===== config.mk =====
export PLATFORM = sky130hd
export DESIGN_NAME = eprisc_io_bus_master
export DESIGN_NICKNAME = d
export VERILOG_FILES = /design/src/rtl/eprisc_io_bus_master.sv
export SDC_FILE = /design/constraint.sdc
export NUM_CORES = 1
export LEC_CHECK = 0
export ABC_AREA = 1
export BUFFER_PORTS_ARGS = -buffer_cell sky130_fd_sc_hd__buf_4
export CAP_MARGIN = 20
export CORE_MARGIN = 3
export CORE_UTILIZATION = 50
export CTS_BUF_LIST = sky130_fd_sc_hd__clkbuf_8
export DETAILED_ROUTE_END_ITERATION = 10
export GPL_ROUTABILITY_DRIVEN = 0
export PLACE_DENSITY = 0.71
export SYNTH_ARGS = -nofsm -noshare
export SYNTH_HDL_FRONTEND = slang
export SYNTH_SLANG_ARGS = --single-unit

===== constraint.sdc =====
create_clock -name iClk -period 2.7 [get_ports iClk]
set_clock_uncertainty 0.15 [all_clocks]
set_input_delay 0.135 -clock iClk [delete_from_list [all_inputs] [get_ports iClk]]
set_output_delay 0.135 -clock iClk [all_outputs]
set_load 0.02 [all_outputs]

===== src/rtl/eprisc_io_bus_master.sv =====
// CPU-side initiator for the epRISC I/O controller byte bus: shifts a 32-bit command out
// low byte first on MOSI, gathers four MISO bytes, and synchronizes the controller interrupt.
module eprisc_io_bus_master #(
  parameter int unsigned CLKDIV = 2,
  parameter logic [1:0]  SELECT = 2'h1
) (
  input  logic        iClk,
  input  logic        iRst,
  input  logic        iStart,
  input  logic        iWrite,
  input  logic [14:0] iAddr,
  input  logic [15:0] iData,
  output logic        oBusy,
  output logic        oDone,
  output logic [31:0] oReadData,
  output logic        oInterrupt,
  output logic        oBusClock,
  output logic [1:0]  oBusSelect,
  output logic [7:0]  oBusMOSI,
  input  logic [7:0]  iBusMISO,
  input  logic        iBusInterrupt
);

  typedef enum logic [2:0] {
    StResync, StIdle, StSetup, StHigh, StLow, StFinish
  } state_e;

  localparam logic [7:0] DivLast = 8'(CLKDIV - 1);

  state_e      state_q, state_d;
  logic [7:0]  div_q, div_d;
  logic [2:0]  rise_q, rise_d;
  logic [31:0] cmd_q, cmd_d;
  logic [31:0] resp_q, resp_d;
  logic        busy_q, busy_d;
  logic        done_q, done_d;
  logic [31:0] rdata_q, rdata_d;
  logic        bclk_q, bclk_d;
  logic [1:0]  sel_q, sel_d;
  logic [7:0]  mosi_q, mosi_d;
  logic        irq_meta_q, irq_q;

  logic       tick;
  logic [1:0] tx_idx;
  logic [1:0] rx_idx;

  assign tick   = (div_q == DivLast);
  assign tx_idx = rise_q[1:0];
  // Falling edge after rise k stores response byte k-1; rise 4 wraps to index 3.
  assign rx_idx = rise_q[1:0] - 2'd1;

  always_comb begin
    state_d = state_q;
    div_d   = 8'd0;
    rise_d  = rise_q;
    cmd_d   = cmd_q;
    resp_d  = resp_q;
    busy_d  = busy_q;
    done_d  = 1'b0;
    rdata_d = rdata_q;
    bclk_d  = bclk_q;
    sel_d   = sel_q;
    mosi_d  = mosi_q;
    unique case (state_q)
      StResync: begin
        // One deselected low/high/low pulse walks the controller pipeline back to Load.
        div_d = tick ? 8'd0 : div_q + 8'd1;
        if (tick) begin
          case (rise_q)
            3'd0: begin
              bclk_d = 1'b1;
              rise_d = 3'd1;
            end
            3'd1: begin
              bclk_d = 1'b0;
              rise_d = 3'd2;
            end
            default: begin
              rise_d  = 3'd0;
              state_d = StIdle;
            end
          endcase
        end
      end
      StIdle, StFinish: begin
        state_d = StIdle;
        // busy_q still high in the first idle cycle after resync blocks an early accept.
        if (iStart && !busy_q) begin
          cmd_d   = {iWrite, iAddr, iData};
          sel_d   = SELECT;
          bclk_d  = 1'b0;
          rise_d  = 3'd0;
          busy_d  = 1'b1;
          state_d = StSetup;
        end else begin
          busy_d = 1'b0;
        end
      end
      StSetup, StLow: begin
        div_d = tick ? 8'd0 : div_q + 8'd1;
        if (tick) begin
          if (rise_q == 3'd6) begin
            sel_d   = 2'h0;
            mosi_d  = 8'h00;
            done_d  = 1'b1;
            rdata_d = resp_q;
            busy_d  = 1'b0;
            state_d = StFinish;
          end else begin
            bclk_d  = 1'b1;
            rise_d  = rise_q + 3'd1;
            mosi_d  = rise_q[2] ? 8'h00 : cmd_q[{tx_idx, 3'b000} +: 8];
            state_d = StHigh;
          end
        end
      end
      StHigh: begin
        div_d = tick ? 8'd0 : div_q + 8'd1;
        if (tick) begin
          bclk_d  = 1'b0;
          state_d = StLow;
          if (rise_q >= 3'd1 && rise_q <= 3'd4) begin
            resp_d[{rx_idx, 3'b000} +: 8] = iBusMISO;
          end
        end
      end
      default: state_d = StResync;
    endcase
  end

  always_ff @(posedge iClk) begin
    if (iRst) begin
      state_q    <= StResync;
      div_q      <= 8'd0;
      rise_q     <= 3'd0;
      cmd_q      <= 32'h0;
      resp_q     <= 32'h0;
      busy_q     <= 1'b1;
      done_q     <= 1'b0;
      rdata_q    <= 32'h0;
      bclk_q     <= 1'b0;
      sel_q      <= 2'h0;
      mosi_q     <= 8'h00;
      irq_meta_q <= 1'b0;
      irq_q      <= 1'b0;
    end else begin
      state_q    <= state_d;
      div_q      <= div_d;
      rise_q     <= rise_d;
      cmd_q      <= cmd_d;
      resp_q     <= resp_d;
      busy_q     <= busy_d;
      done_q     <= done_d;
      rdata_q    <= rdata_d;
      bclk_q     <= bclk_d;
      sel_q      <= sel_d;
      mosi_q     <= mosi_d;
      irq_meta_q <= iBusInterrupt;
      irq_q      <= irq_meta_q;
    end
  end

  assign oBusy      = busy_q;
  assign oDone      = done_q;
  assign oReadData  = rdata_q;
  assign oInterrupt = irq_q;
  assign oBusClock  = bclk_q;
  assign oBusSelect = sel_q;
  assign oBusMOSI   = mosi_q;

endmodule


# After elaboration in Yosys (flattened, before gate mapping)
# Index checks and enable logic that the tools add are counted.
[op_classes]
add_sub_neg = 4
n_lt_le_gt_ge = 2
n_eq_ne = 16
n_shift = 3
n_mux = 32
bitwise_logic = 3
reduce_logical = 23
[op_table]
columns = ["cell", "n"]
rows = [
  ["bitwise mux 32 bit", 1],
  ["variable shift 8 x 7 -> 32 bit (first input constant)", 1],
  ["indexed part select 32 x 6 -> 8 bit", 1],
  ["indexed part select 8 x 7 -> 32 bit", 1],
  ["two-way mux 3 bit", 9],
  ["two-way mux 8 bit", 2],
  ["inequality test 2 bit (second input constant)", 7],
  ["one-hot mux 3 bit (4 select lines)", 1],
  ["== test 3 bit (second input constant)", 3],
  ["two-way mux 1 bit", 9],
  ["one-hot mux 3 bit (3 select lines)", 1],
  ["AND reduction 3 bit", 3],
  ["adder 8 x 1 -> 8 bit (second input constant)", 1],
  ["== test 8 x 1 -> 1 bit (second input constant)", 1],
  ["two-way mux 2 bit", 4],
  ["one-hot mux 2 bit (2 select lines)", 2],
  ["AND reduction 4 bit", 2],
  ["negation 5 -> 7 bit", 1],
  ["AND reduction 7 bit", 1],
  ["== test 3 x 1 -> 1 bit (second input constant)", 2],
  ["== test 3 x 2 -> 1 bit (second input constant)", 2],
  ["logical NOT 3 bit", 2],
  ["OR reduction 2 bit", 3],
  ["OR reduction 3 bit", 2],
  ["other kinds (16)", 21],
]
[totals]
reg_bits = 125
in_bits = 44
out_inout_bits = 46
word_cells = 96

# Logic depth before layout (Yosys ltp)
# Gate-level depths: netlist (run 1).
[depth]
depth_word = 5
mapped_depth = 14
depth_no_buf = 11

# Least setup slack after synthesis (run 1)
# No wires, ideal clock.
[synth_path]
path_kind = "register -> register"
start = "register rise_q[0]"
end = "register rise_q[1]"
setup_ns = 0.113
arrival_time_ns = 1.876
required_time_ns = 2.437
setup_slack_ns = 0.561
path_stages_with_launch = 14
n_path_buf = 3
period_less_slack_ns = 2.139
cell_sequence = "dfxtp_1 -> buf_2 -> inv_1 -> buf_2 -> ha_1 -> buf_2 -> nand2_1 -> inv_1 -> nand2_1 -> nand2_1 -> nor2_1 -> nand2_1 -> nand2_1 -> nor2_1"
[synth_between]
elab_chain_cells = 4
elab_cells_between_ends = 11
cone_classes = "add/sub (1); eq/ne (3); mux (5); reduce/logical (2)"
[synth_rtl]
columns = ["element", "line_no", "rtl"]
rows = [
  ["start: declaration", "32", "logic [2:0] rise_q, rise_d;"],
  ["start signal: assignment", "149", "rise_q <= rise_d;"],
  ["adder 3 x 1 -> 3 bit (tied with other cells)", "111", "rise_d = rise_q + 3'd1;"],
  ["two-way mux 3 bit or one-hot mux 2 bit (2 select lines) (tied branches)", "102, 69", ""],
  ["two-way mux 3 bit, on equally long branches", "101, 68", ""],
  ["one-hot mux 3 bit (3 select lines)", "64", "unique case (state_q)"],
]
# Several ways; a longest one is shown, not always the timed one. The select of a mux whose other input is x is not followed.
# A chain may end at the register's enable or synchronous reset.

# Worst setup path after layout (run 1)
[layout_path]
start = "register rise_q[1]"
end = "register resp_q[2]"
[layout_between]
elab_chain_cells = 4
elab_cells_between_ends = 9
cone_classes = "add/sub (2); order compare (2); shift (2); mux (1); reduce/logical (2)"
[layout_rtl]
columns = ["element", "line_no", "rtl"]
rows = [
  ["subtractor 2 x 1 -> 2 bit", "50", "assign rx_idx = rise_q[1:0] - 2'd1;"],
  ["negation 5 -> 7 bit", "123", "resp_d[{rx_idx, 3'b000} +: 8] = iBusMISO;"],
  ["indexed part select 8 x 7 -> 32 bit or variable shift 8 x 7 -> 32 bit (tied branches)", "123", ""],
  ["bitwise mux 32 bit", "123", ""],
  ["end signal: assignment", "151", "resp_q <= resp_d;"],
  ["end: declaration", "34", "logic [31:0] resp_q, resp_d;"],
]
# Several ways; a longest one is shown, not always the timed one.

==> impl_metrics.yaml, run 1 <==
synth:
  synth-compound-area-share_pct: 18.4
  synthAdderAreaFrac_pct: 1.79
  synthMuxAreaShare_pct: 0
  netlist_instances: 793
  synthXorXnorAreaFrac_pct: 0.782
  synth-seq-cells: 124
  synth_ff_type: "dfxtp_1"
  ys_warn_count: 0
  synth_top_family_by_area: "simple AND/OR/NAND/NOR gates"
  syn_area_per_cell_um2: 7.06
  synthDistinctLibCells: 36
  synthSimpleGateAreaFrac_pct: 23.1
  ys_seq_area_share_pct: 44.4
  syn_nets: 845
  ys_async_sr_fraction_pct: 0
  synthesis.area_um2: 5600
  synth_edf_count: 0
min_path:
  hp-class: "primary input to flop"
  whs_path_depth: 6
drt:
  routedWlPerCell_um: 12.5
  drt_iter0_drc: 225
  post_drt_via_cell_ratio: 4.87
  antenna_left: 0
  firstDrtPassIters: 5
  wirelength_mm: 13.3
  post-route-drc-count: 0
  vias: 5196
clocking:
  clk_pin_slew_worst_paths_ns: 0.07
  clk_path_buf_depth: 2
  insertion_delay_ns: 0.44
  htree_num_levels: 4
  cts_resized: 0
  root_buffer: "clkbuf_8"
  clock-sinks: 124
  cts_tree: "done"
  numCtsBuffers: 17
placement:
  port_buffers: 88
  dpl-instance-area_um2: 6300
  dp_hpwl_mm: 8.96
setup_path:
  cp-start-kind: "flop"
  crit_fanout: 21
  slowest_delay_ns: 0.41
  reg2reg_depth: 9
  cp_num_cells: 9
  worstSetupPathType: "flop to flop"
  crit_buf_inv: 1
  cp_data_required_time_ns: 2.87
  arrival_ns: 2.40
  crit_family: "simple AND/OR/NAND/NOR gates"
  slowest_stage: "nor2_4"
  end_kind: "flop"
  cp_cell_sequence: "inv_1 > ha_1 > nor2_1 > nand3_1 > nand3_1 > nor2_4 > nand2_2 > o21bai_1 > nor2_1"
timing:
  min_period_over_period_pct: 82.7
  slew_viol_final: 0
  min_period_ns: 2.23
  slew_headroom_pct: 66.7
  setup_viol: 0
  worst_slew_pin_slew_ns: 0.499
  fmax_mhz: 448
  hold_viol_final: 0
  tns_ns: 0
  rsz0062_at_grt: "no"
status:
  status: "completed"
finish:
  drive_above_1_share_pct: 16.1
  final_nets: 965
  final_area_um2: 7220
  area_growth_syn_to_layout_pct: 29.1
  antenna_cells: 0
floorplanning:
  fp.coreArea_um2: 10900
  num_io_pins: 90
  die-height_um: 112
  die_area_um2: 12500
  die_x_um: 112
  num_rows: 38
  initial_utilization_pct: 51.4
power:
  peakVddDrop_v: 0.000366
  powerDensity_nw_per_um2: 708
  p_leak_uw: 0.00319
grt:
  grt_max_degree: 65
  antenna_found_initial: 0
  grt_pass1_wl_mm: 22.7
  grt_pass1_vias: 5053
  overflow: 0
  grt_use_total_pct: 21.8
flow_run:
  drv_cap: 0
[worst paths after layout]
path / from / endpoint / slack, ns
hold / removal: iStart / state_q[0]$_SDFFE_PP0P_ / 0.08
setup reg to reg: rise_q[1]$_SDFFE_PP0P_ / resp_q[2]$_SDFFE_PP0P_ / 0.47
setup / recovery: rise_q[1]$_SDFFE_PP0P_ / resp_q[2]$_SDFFE_PP0P_ / 0.47
hold reg to reg: irq_meta_q$_SDFF_PP0_ / oInterrupt$_SDFF_PP0_ / 0.26
[layer usage]
metal | GRT usage [%] | wire [µm]
met1 | 26.0 | 5810
met2 | 38.3 | 6610
met3 | 6.03 | 714
met4 | 6.65 | 177
met5 | 0 | 0
[power breakdown]
group          leakage, µW  switching [µW]  internal [µW]  total [µW]
sequential         0.00100            54.4           1900        1950
combinational      0.00194             763            411        1170
clock             0.000252             728           1260        1990
[registers in the layout, indices dropped and copies added (netlist names), 3 cells and up]
signal	cells
cmd_q	32
div_q	8
oBusMOSI	8
oReadData	32
resp_q	32
rise_q	3
state_q	3
[cell type report]
| cell class | count | area, µm² |
|---|---|---|
| Fill cell | 957 | 3660 |
| Inverter | 117 | 439 |
| Multi-Input combinational cell | 512 | 2470 |
| Clock buffer | 20 | 275 |
| Sequential cell | 124 | 2480 |
| Tap cell | 140 | 175 |
| Timing Repair Buffer | 141 | 1170 |
| Clock inverter | 12 | 218 |
[per-stage QoR]
step | setup slack (ns) | hold WS [ns] | std cells | power (µW) | utilization, %
6_report | 0.468 | 0.0818 | 1066 | 5120 | 66.4
5_1_grt | 0.272 | 0.118 | 1066 | 5390 | 66.4
4_1_cts | 0.457 | 0.0708 | 1066 | 5130 | 66.4
3_5_place_dp | 0.457 | 0.195 | 991 | 3100 | 57.9
3_3_place_gp | 0.576 | 0.191 | 991 | 3080 | 57.9
2_1_floorplan | 0.561 | 0.0920 | 793 | 2810 | -
[worst reg2reg max path, cell delays in order (launching register included)]
cell and delay [ns]:
dfxtp_1 0.34, inv_1 0.12, ha_1 0.32, nor2_1 0.07, nand3_1 0.07, nand3_1 0.11, nor2_4 0.41, nand2_2 0.26
o21bai_1 0.22, nor2_1 0.06
[cell usage in the layout, fill, tap and decap left out, types with 2 or more instances in the layout]
master and count:
a21oi_1 69, buf_4 98, bufinv_16 6, clkbuf_8 20, clkinv_4 2, dfxtp_1 124, dlygate4sd3_1 43, ha_1 8
inv_1 112, inv_2 6, nand2_1 103, nand2_2 4, nand2_4 3, nand3_1 20, nand4_1 3, nor2_1 161
nor2_2 2, o21ai_0 60, o21ai_1 33, o21bai_1 28, xnor2_1 2, xor2_1 3
[cell families after synthesis]
family | after synthesis
XOR/XNOR | 5
AND/OR/NAND/NOR | 307
adder cells (fa/ha/maj) | 8
buffers and inverters | 157
flip-flops | 124
other | 1
AO/OA/AOI/OAI | 191
[repair_timing]
| item | CTS | global route |
|---|---|---|
| buffers inserted | 0 | 0 |
| hold buffers | 43 | 0 |
| endpoints found under the hold margin | 51 | 0 |
[synth_stat cells (2+ instances only)]
cell type | n | area share [%]
o21ai_1 | 33 | 3.0
buf_2 | 12 | 1.1
a21oi_1 | 69 | 6.2
buf_1 | 2 | 0.13
buf_6 | 5 | 1.0
ha_1 | 8 | 1.8
xnor2_1 | 2 | 0.31
nand2_2 | 4 | 0.45
nand2_4 | 3 | 0.60
nor2_2 | 2 | 0.22
nand2_1 | 103 | 6.9
nor2_1 | 161 | 11
inv_2 | 6 | 0.40
xor2_1 | 3 | 0.47
o21bai_1 | 28 | 3.8
o21ai_0 | 60 | 5.4
inv_1 | 110 | 7.4
dfxtp_1 | 124 | 44
nand4_1 | 3 | 0.34
nand3_1 | 20 | 1.8
clkbuf_1 | 20 | 1.3
Note: power is estimated with default switching activity, not from simulation.
==> run 2: changes to the inputs <==
--- a/config.mk
+++ b/config.mk
@@ -13,7 +13,7 @@
 export CTS_BUF_LIST = sky130_fd_sc_hd__clkbuf_8
 export DETAILED_ROUTE_END_ITERATION = 10
 export GPL_ROUTABILITY_DRIVEN = 0
-export PLACE_DENSITY = 0.71
+export PLACE_DENSITY = 0.74
 export SYNTH_ARGS = -nofsm -noshare
 export SYNTH_HDL_FRONTEND = slang
 export SYNTH_SLANG_ARGS = --single-unit
==> constraint.sdc (replaced) <==
create_clock -name iClk -period 1.9 [get_ports iClk]
set_clock_uncertainty 0.15 [all_clocks]
set_input_delay 0.095 -clock iClk [delete_from_list [all_inputs] [get_ports iClk]]
set_output_delay 0.095 -clock iClk [all_outputs]
set_load 0.02 [all_outputs]
==> impl_metrics.yaml, run 2 (synthesized netlist as in run 1, its figures left out) <==
drt:
  firstDrtPassIters: 6
  wirelength_mm: 14.6
  post_drt_via_cell_ratio: 4.94
  drt_iter0_drc: 269
  antenna_left: 0
  routedWlPerCell_um: 13.4
  post-route-drc-count: 0
  vias: 5385
setup_path:
  worstSetupPathType: "flop to flop"
  cpMostUsedCell: "nor2_1"
  crit_family: "simple AND/OR/NAND/NOR gates"
  cp_data_required_time_ns: 2.07
  cp-start-kind: "flop"
  slowest_delay_ns: 0.33
  crit_buf_inv: 3
  arrival_ns: 2.00
  cp_cell_sequence: "inv_2 > ha_4 > inv_1 > nor2_1 > nand4_1 > nor2_8 > buf_12 > nand2_8 > o21ai_1 > nor2_1"
  slowest_stage: "dfxtp_2"
  crit_fanout: 8
  end_kind: "flop"
placement:
  port_buffers: 88
  dp_hpwl_mm: 8.62
clocking:
  cts_tree: "done"
  clk_path_buf_depth: 2
  numCtsBuffers: 17
  insertion_delay_ns: 0.42
  clock-sinks: 124
  root_buffer: "clkbuf_8"
  htree_num_levels: 4
  clk_pin_slew_worst_paths_ns: 0.07
grt:
  grt_max_degree: 65
  antenna_found_initial: 0
  grt_pass1_vias: 4876
  grt_pass1_wl_mm: 21.9
  overflow: 0
  grt_use_total_pct: 21.3
finish:
  n_fill_cell: 864
  area_growth_syn_to_layout_pct: 34.2
  seq_area_um2: 2490
  multi_input_area_um2: 2680
  layout_common_cells: "nor2_1 (159), dfxtp_1 (121), inv_1 (111)"
  antenna_cells: 0
  final_nets: 988
  drive_above_1_share_pct: 20.5
  layout_commonest_cell: "nor2_1"
timing:
  min_period_over_period_pct: 96.5
  setup_viol: 0
  rsz0062_at_grt: "yes"
  slew_viol_final: 0
  hold_viol_final: 0
  whs_ns: 0.0398
  fmax_mhz: 545
  min_period_ns: 1.83
min_path:
  hp-class: "primary input to flop"
floorplanning:
  die_x_um: 112
  die-height_um: 112
  fp.coreArea_um2: 10900
  num_io_pins: 90
  die_area_um2: 12500
  initial_utilization_pct: 51.4
  num_rows: 38
power:
  powerDensity_nw_per_um2: 915
  p_total_uw: 6870
  peakVddDrop_v: 0.000770
  p_leak_uw: 0.00331
flow_run:
  drv_cap: 0
status:
  status: "completed"
-- run 2: cell count changes in the layout (fill, tap and decap cells not counted), sizes merged --
cell	change
buf	+16
clkinv	+2
nand2	+7
bufinv	-4
inv	+2
-- run 2: through the flow --
step                      area, µm²  setup slack [ns]     TNS, ns  utilization (%)  instances
final                          7510            0.0667           0             69.0       1089
after global routing           7510           -0.0501      -0.326             69.0       1089
after CTS                      7200        -0.0000178  -0.0000178             66.1       1076
after detailed placement       6380            0.0160           0             58.6       1001
after global placement         6380            0.0911           0             58.6       1001
after floorplan                5610           0.00880           0                -        793
-- run 2: timing repair --
action	in CTS	in global routing
pin swaps	1	11
hold buffers	43	0
endpoints found under the setup margin	2	72
buffers inserted	0	6
resized for setup	2	40
hold endpoints to repair	56	0
cloned	0	7
-- run 2: power by group --
| part | total [µW] | switching, µW | internal, µW |
|---|---|---|---|
| logic | 1850 | 1160 | 688 |
| registers | 2800 | 89.3 | 2710 |
| clock network | 2220 | 987 | 1240 |
-- run 2: tightest hold or removal path, delay by kind of cell --
kind,cells,cell delay [ns]
buffers and inverters,2,0.15
and+or+nand+nor,3,0.22
AOI/OAI and AO/OA,1,0.12
-- run 2: routing by layer --
metal / GRT usage (%) / part of all wire (%) / vias up
li1: - / - / 2777
met1: 25.0 / 41 / 2402
met2: 38.0 / 51 / 183
met3: 5.49 / 6.2 / 23
met4: 6.81 / 2.0 / 0
met5: 0 / 0 / -
-- run 2: worst paths after layout --
kind / from / endpoint / slack (ns) / depth (start not counted)
setup / recovery: div_q[1]$_SDFF_PP0_ / oReadData[31]$_SDFFE_PP0P_ / 0.07 / 10
hold / removal: iStart / state_q[0]$_SDFFE_PP0P_ / 0.04 / 6
setup reg to reg: div_q[1]$_SDFF_PP0_ / oReadData[31]$_SDFFE_PP0P_ / 0.07 / 10
hold reg to reg: irq_meta_q$_SDFF_PP0_ / oInterrupt$_SDFF_PP0_ / 0.26 / 2
-- run 2: final cells by class --
type / count / area share (%)
clock inverter: 12 / 1.42
timing repair buffer: 157 / 17.8
inverter: 117 / 6.01
multi-input combinational: 519 / 35.6
tap: 140 / 2.33
clock buffer: 20 / 3.67
sequential: 124 / 33.2
==> run 3: changes to the inputs <==
--- a/config.mk
+++ b/config.mk
@@ -13,7 +13,7 @@
 export CTS_BUF_LIST = sky130_fd_sc_hd__clkbuf_8
 export DETAILED_ROUTE_END_ITERATION = 10
 export GPL_ROUTABILITY_DRIVEN = 0
-export PLACE_DENSITY = 0.74
+export PLACE_DENSITY_LB_ADDON = 0.15
 export SYNTH_ARGS = -nofsm -noshare
 export SYNTH_HDL_FRONTEND = slang
 export SYNTH_SLANG_ARGS = --single-unit
==> constraint.sdc (replaced) <==
create_clock -name iClk -period 1.6 [get_ports iClk]
set_clock_uncertainty 0.15 [all_clocks]
set_input_delay 0.08 -clock iClk [delete_from_list [all_inputs] [get_ports iClk]]
set_output_delay 0.08 -clock iClk [all_outputs]
set_load 0.02 [all_outputs]
==> impl_metrics.yaml, run 3 (synthesized netlist as in run 1, its figures left out) <==
timing:
  min_period_over_period_pct: 113
  fmax_mhz: 555
  min_period_ns: 1.80
  slew_viol_final: 0
  tns_ns: -10.55
  fin_ws_ns: -0.201
  setup_viol: 73
  rsz0062_at_grt: "yes"
  hold_viol_final: 0
grt:
  grt_pass1_wl_mm: 25.0
  overflow: 0
  grt_pass1_vias: 5553
  grt_use_total_pct: 24.5
  grt_max_degree: 75
  antenna_found_initial: 0
setup_path:
  cp_cell_sequence: "inv_2 > ha_4 > inv_2 > nor2_2 > nand4_1 > nor2_8 > buf_12 > nand2_8 > o21ai_4 > nor2_2"
  cp_num_cells: 10
  crit_buf_inv: 3
  rrSetupSlack_ns: -0.20
  crit_family: "simple AND/OR/NAND/NOR gates"
  cp_data_required_time_ns: 1.77
  slowest_delay_ns: 0.33
  worstSetupEndpoint: "oReadData[12]$_SDFFE_PP0P_"
  slowest_stage: "dfxtp_2"
  crit_start: "div_q[1]$_SDFF_PP0_"
  worstSetupPathType: "flop to flop"
  arrival_ns: 1.97
  end_kind: "flop"
  worstReg2RegEnd: "oReadData[12]$_SDFFE_PP0P_"
  crit_fanout: 8
  rr_startpoint: "div_q[1]$_SDFF_PP0_"
  reg2reg_depth: 10
  cp-start-kind: "flop"
power:
  p_leak_uw: 0.00354
  powerDensity_nw_per_um2: 1120
  peakVddDrop_v: 0.000661
  p_total_uw: 9260
min_path:
  whs_path_depth: 6
  hp-class: "primary input to flop"
finish:
  layout_commonest_cell: "nor2_1"
  final_nets: 1016
  instances_no_fill: 1117
  final_util_pct: 75.7
  antenna_cells: 0
  area_growth_syn_to_layout_pct: 47.2
  layout_common_cells: "nor2_1 (148), buf_4 (128), dfxtp_1 (118)"
  drive_above_1_share_pct: 30.8
status:
  violations: "setup timing"
  status: "complete, but fails checks"
clocking:
  clk_path_buf_depth: 2
  insertion_delay_ns: 0.44
  root_buffer: "clkbuf_8"
  numCtsBuffers: 17
  htree_num_levels: 4
  clock-sinks: 124
  cts_tree: "done"
  clk_pin_slew_worst_paths_ns: 0.08
placement:
  dp_hpwl_mm: 8.99
  port_buffers: 88
  place_inst: 1023
flow_run:
  drv_cap: 0
floorplanning:
  initial_utilization_pct: 51.4
  die_x_um: 112
  die_area_um2: 12500
  fp.coreArea_um2: 10900
  num_rows: 38
  num_io_pins: 90
  die-height_um: 112
drt:
  met3_length_um: 843
  routedWlPerCell_um: 13.9
  vias: 5543
  wl_met1_mm: 6.32
  topRoutingLayerUsed: "met4"
  drt_iter0_drc: 255
  post-route-drc-count: 0
  antenna_left: 0
  wl_met2_mm: 7.84
  post_drt_via_cell_ratio: 4.96
  firstDrtPassIters: 4
  wirelength_mm: 15.5
==> run 3: worst min path at each step <==
| stage | from | end | slack, ns |
|---|---|---|---|
| after floorplan | iBusInterrupt | irq_meta_q$_SDFF_PP0_ | 0.04 |
| after global placement | iBusInterrupt | irq_meta_q$_SDFF_PP0_ | 0.13 |
| after detailed placement | iBusInterrupt | irq_meta_q$_SDFF_PP0_ | 0.14 |
| after CTS | iStart | state_q[0]$_SDFFE_PP0P_ | 0.01 |
| after global routing | iStart | state_q[0]$_SDFFE_PP0P_ | 0.09 |
| final | iStart | state_q[0]$_SDFFE_PP0P_ | 0.02 |
==> run 3: power by group <==
part	internal [µW]	switching, µW
combinational	1170	1700
clock	1740	1310
sequential	3220	110
==> run 3: final cells by class <==
type / count / area, µm²
clock inverter: 14 / 194
sequential: 124 / 2490
timing repair buffer: 185 / 1600
multi-input combinational: 519 / 3060
fill: 757 / 2650
clock buffer: 18 / 248
tap: 140 / 175
inverter: 117 / 463
==> run 3: repair_timing <==
item	CTS	global route
setup buffers	9	2
pin swaps	16	30
cloned	5	3
hold buffers	43	0
hold endpoints to repair	69	0
gates resized for setup	69	66
endpoints found under the setup margin	91	118
==> run 3: routing by layer <==
| metal | GRT usage [%] | vias to the layer above |
|---|---|---|
| met1 | 27.7 | 2494 |
| met5 | 0 | - |
| met2 | 44.0 | 175 |
| li1 | - | 2835 |
| met4 | 10.6 | 0 |
| met3 | 5.49 | 39 |
==> run 3: metrics by stage <==
| step | hold WS (ns) | instance area, µm² | worst slack, ns |
|---|---|---|---|
| after CTS | 0.0142 | 7930 | -0.208 |
| after detailed placement | 0.143 | 6620 | -0.281 |
| after floorplan | 0.0370 | 5700 | -0.221 |
| after global placement | 0.134 | 6620 | -0.162 |
| after global routing | 0.0918 | 8240 | -0.278 |
| final | 0.0167 | 8240 | -0.201 |
==> run 3: worst reg2reg max path, delay by kind of cell, from the launching register on <==
family / cells / cell delay [ns]
AO/OA/AOI/OAI: 1 / 0.16
adder cells (fa/ha/maj): 1 / 0.12
buffers and inverters: 3 / 0.30
flip-flops: 1 / 0.33
AND/OR/NAND/NOR: 5 / 0.62
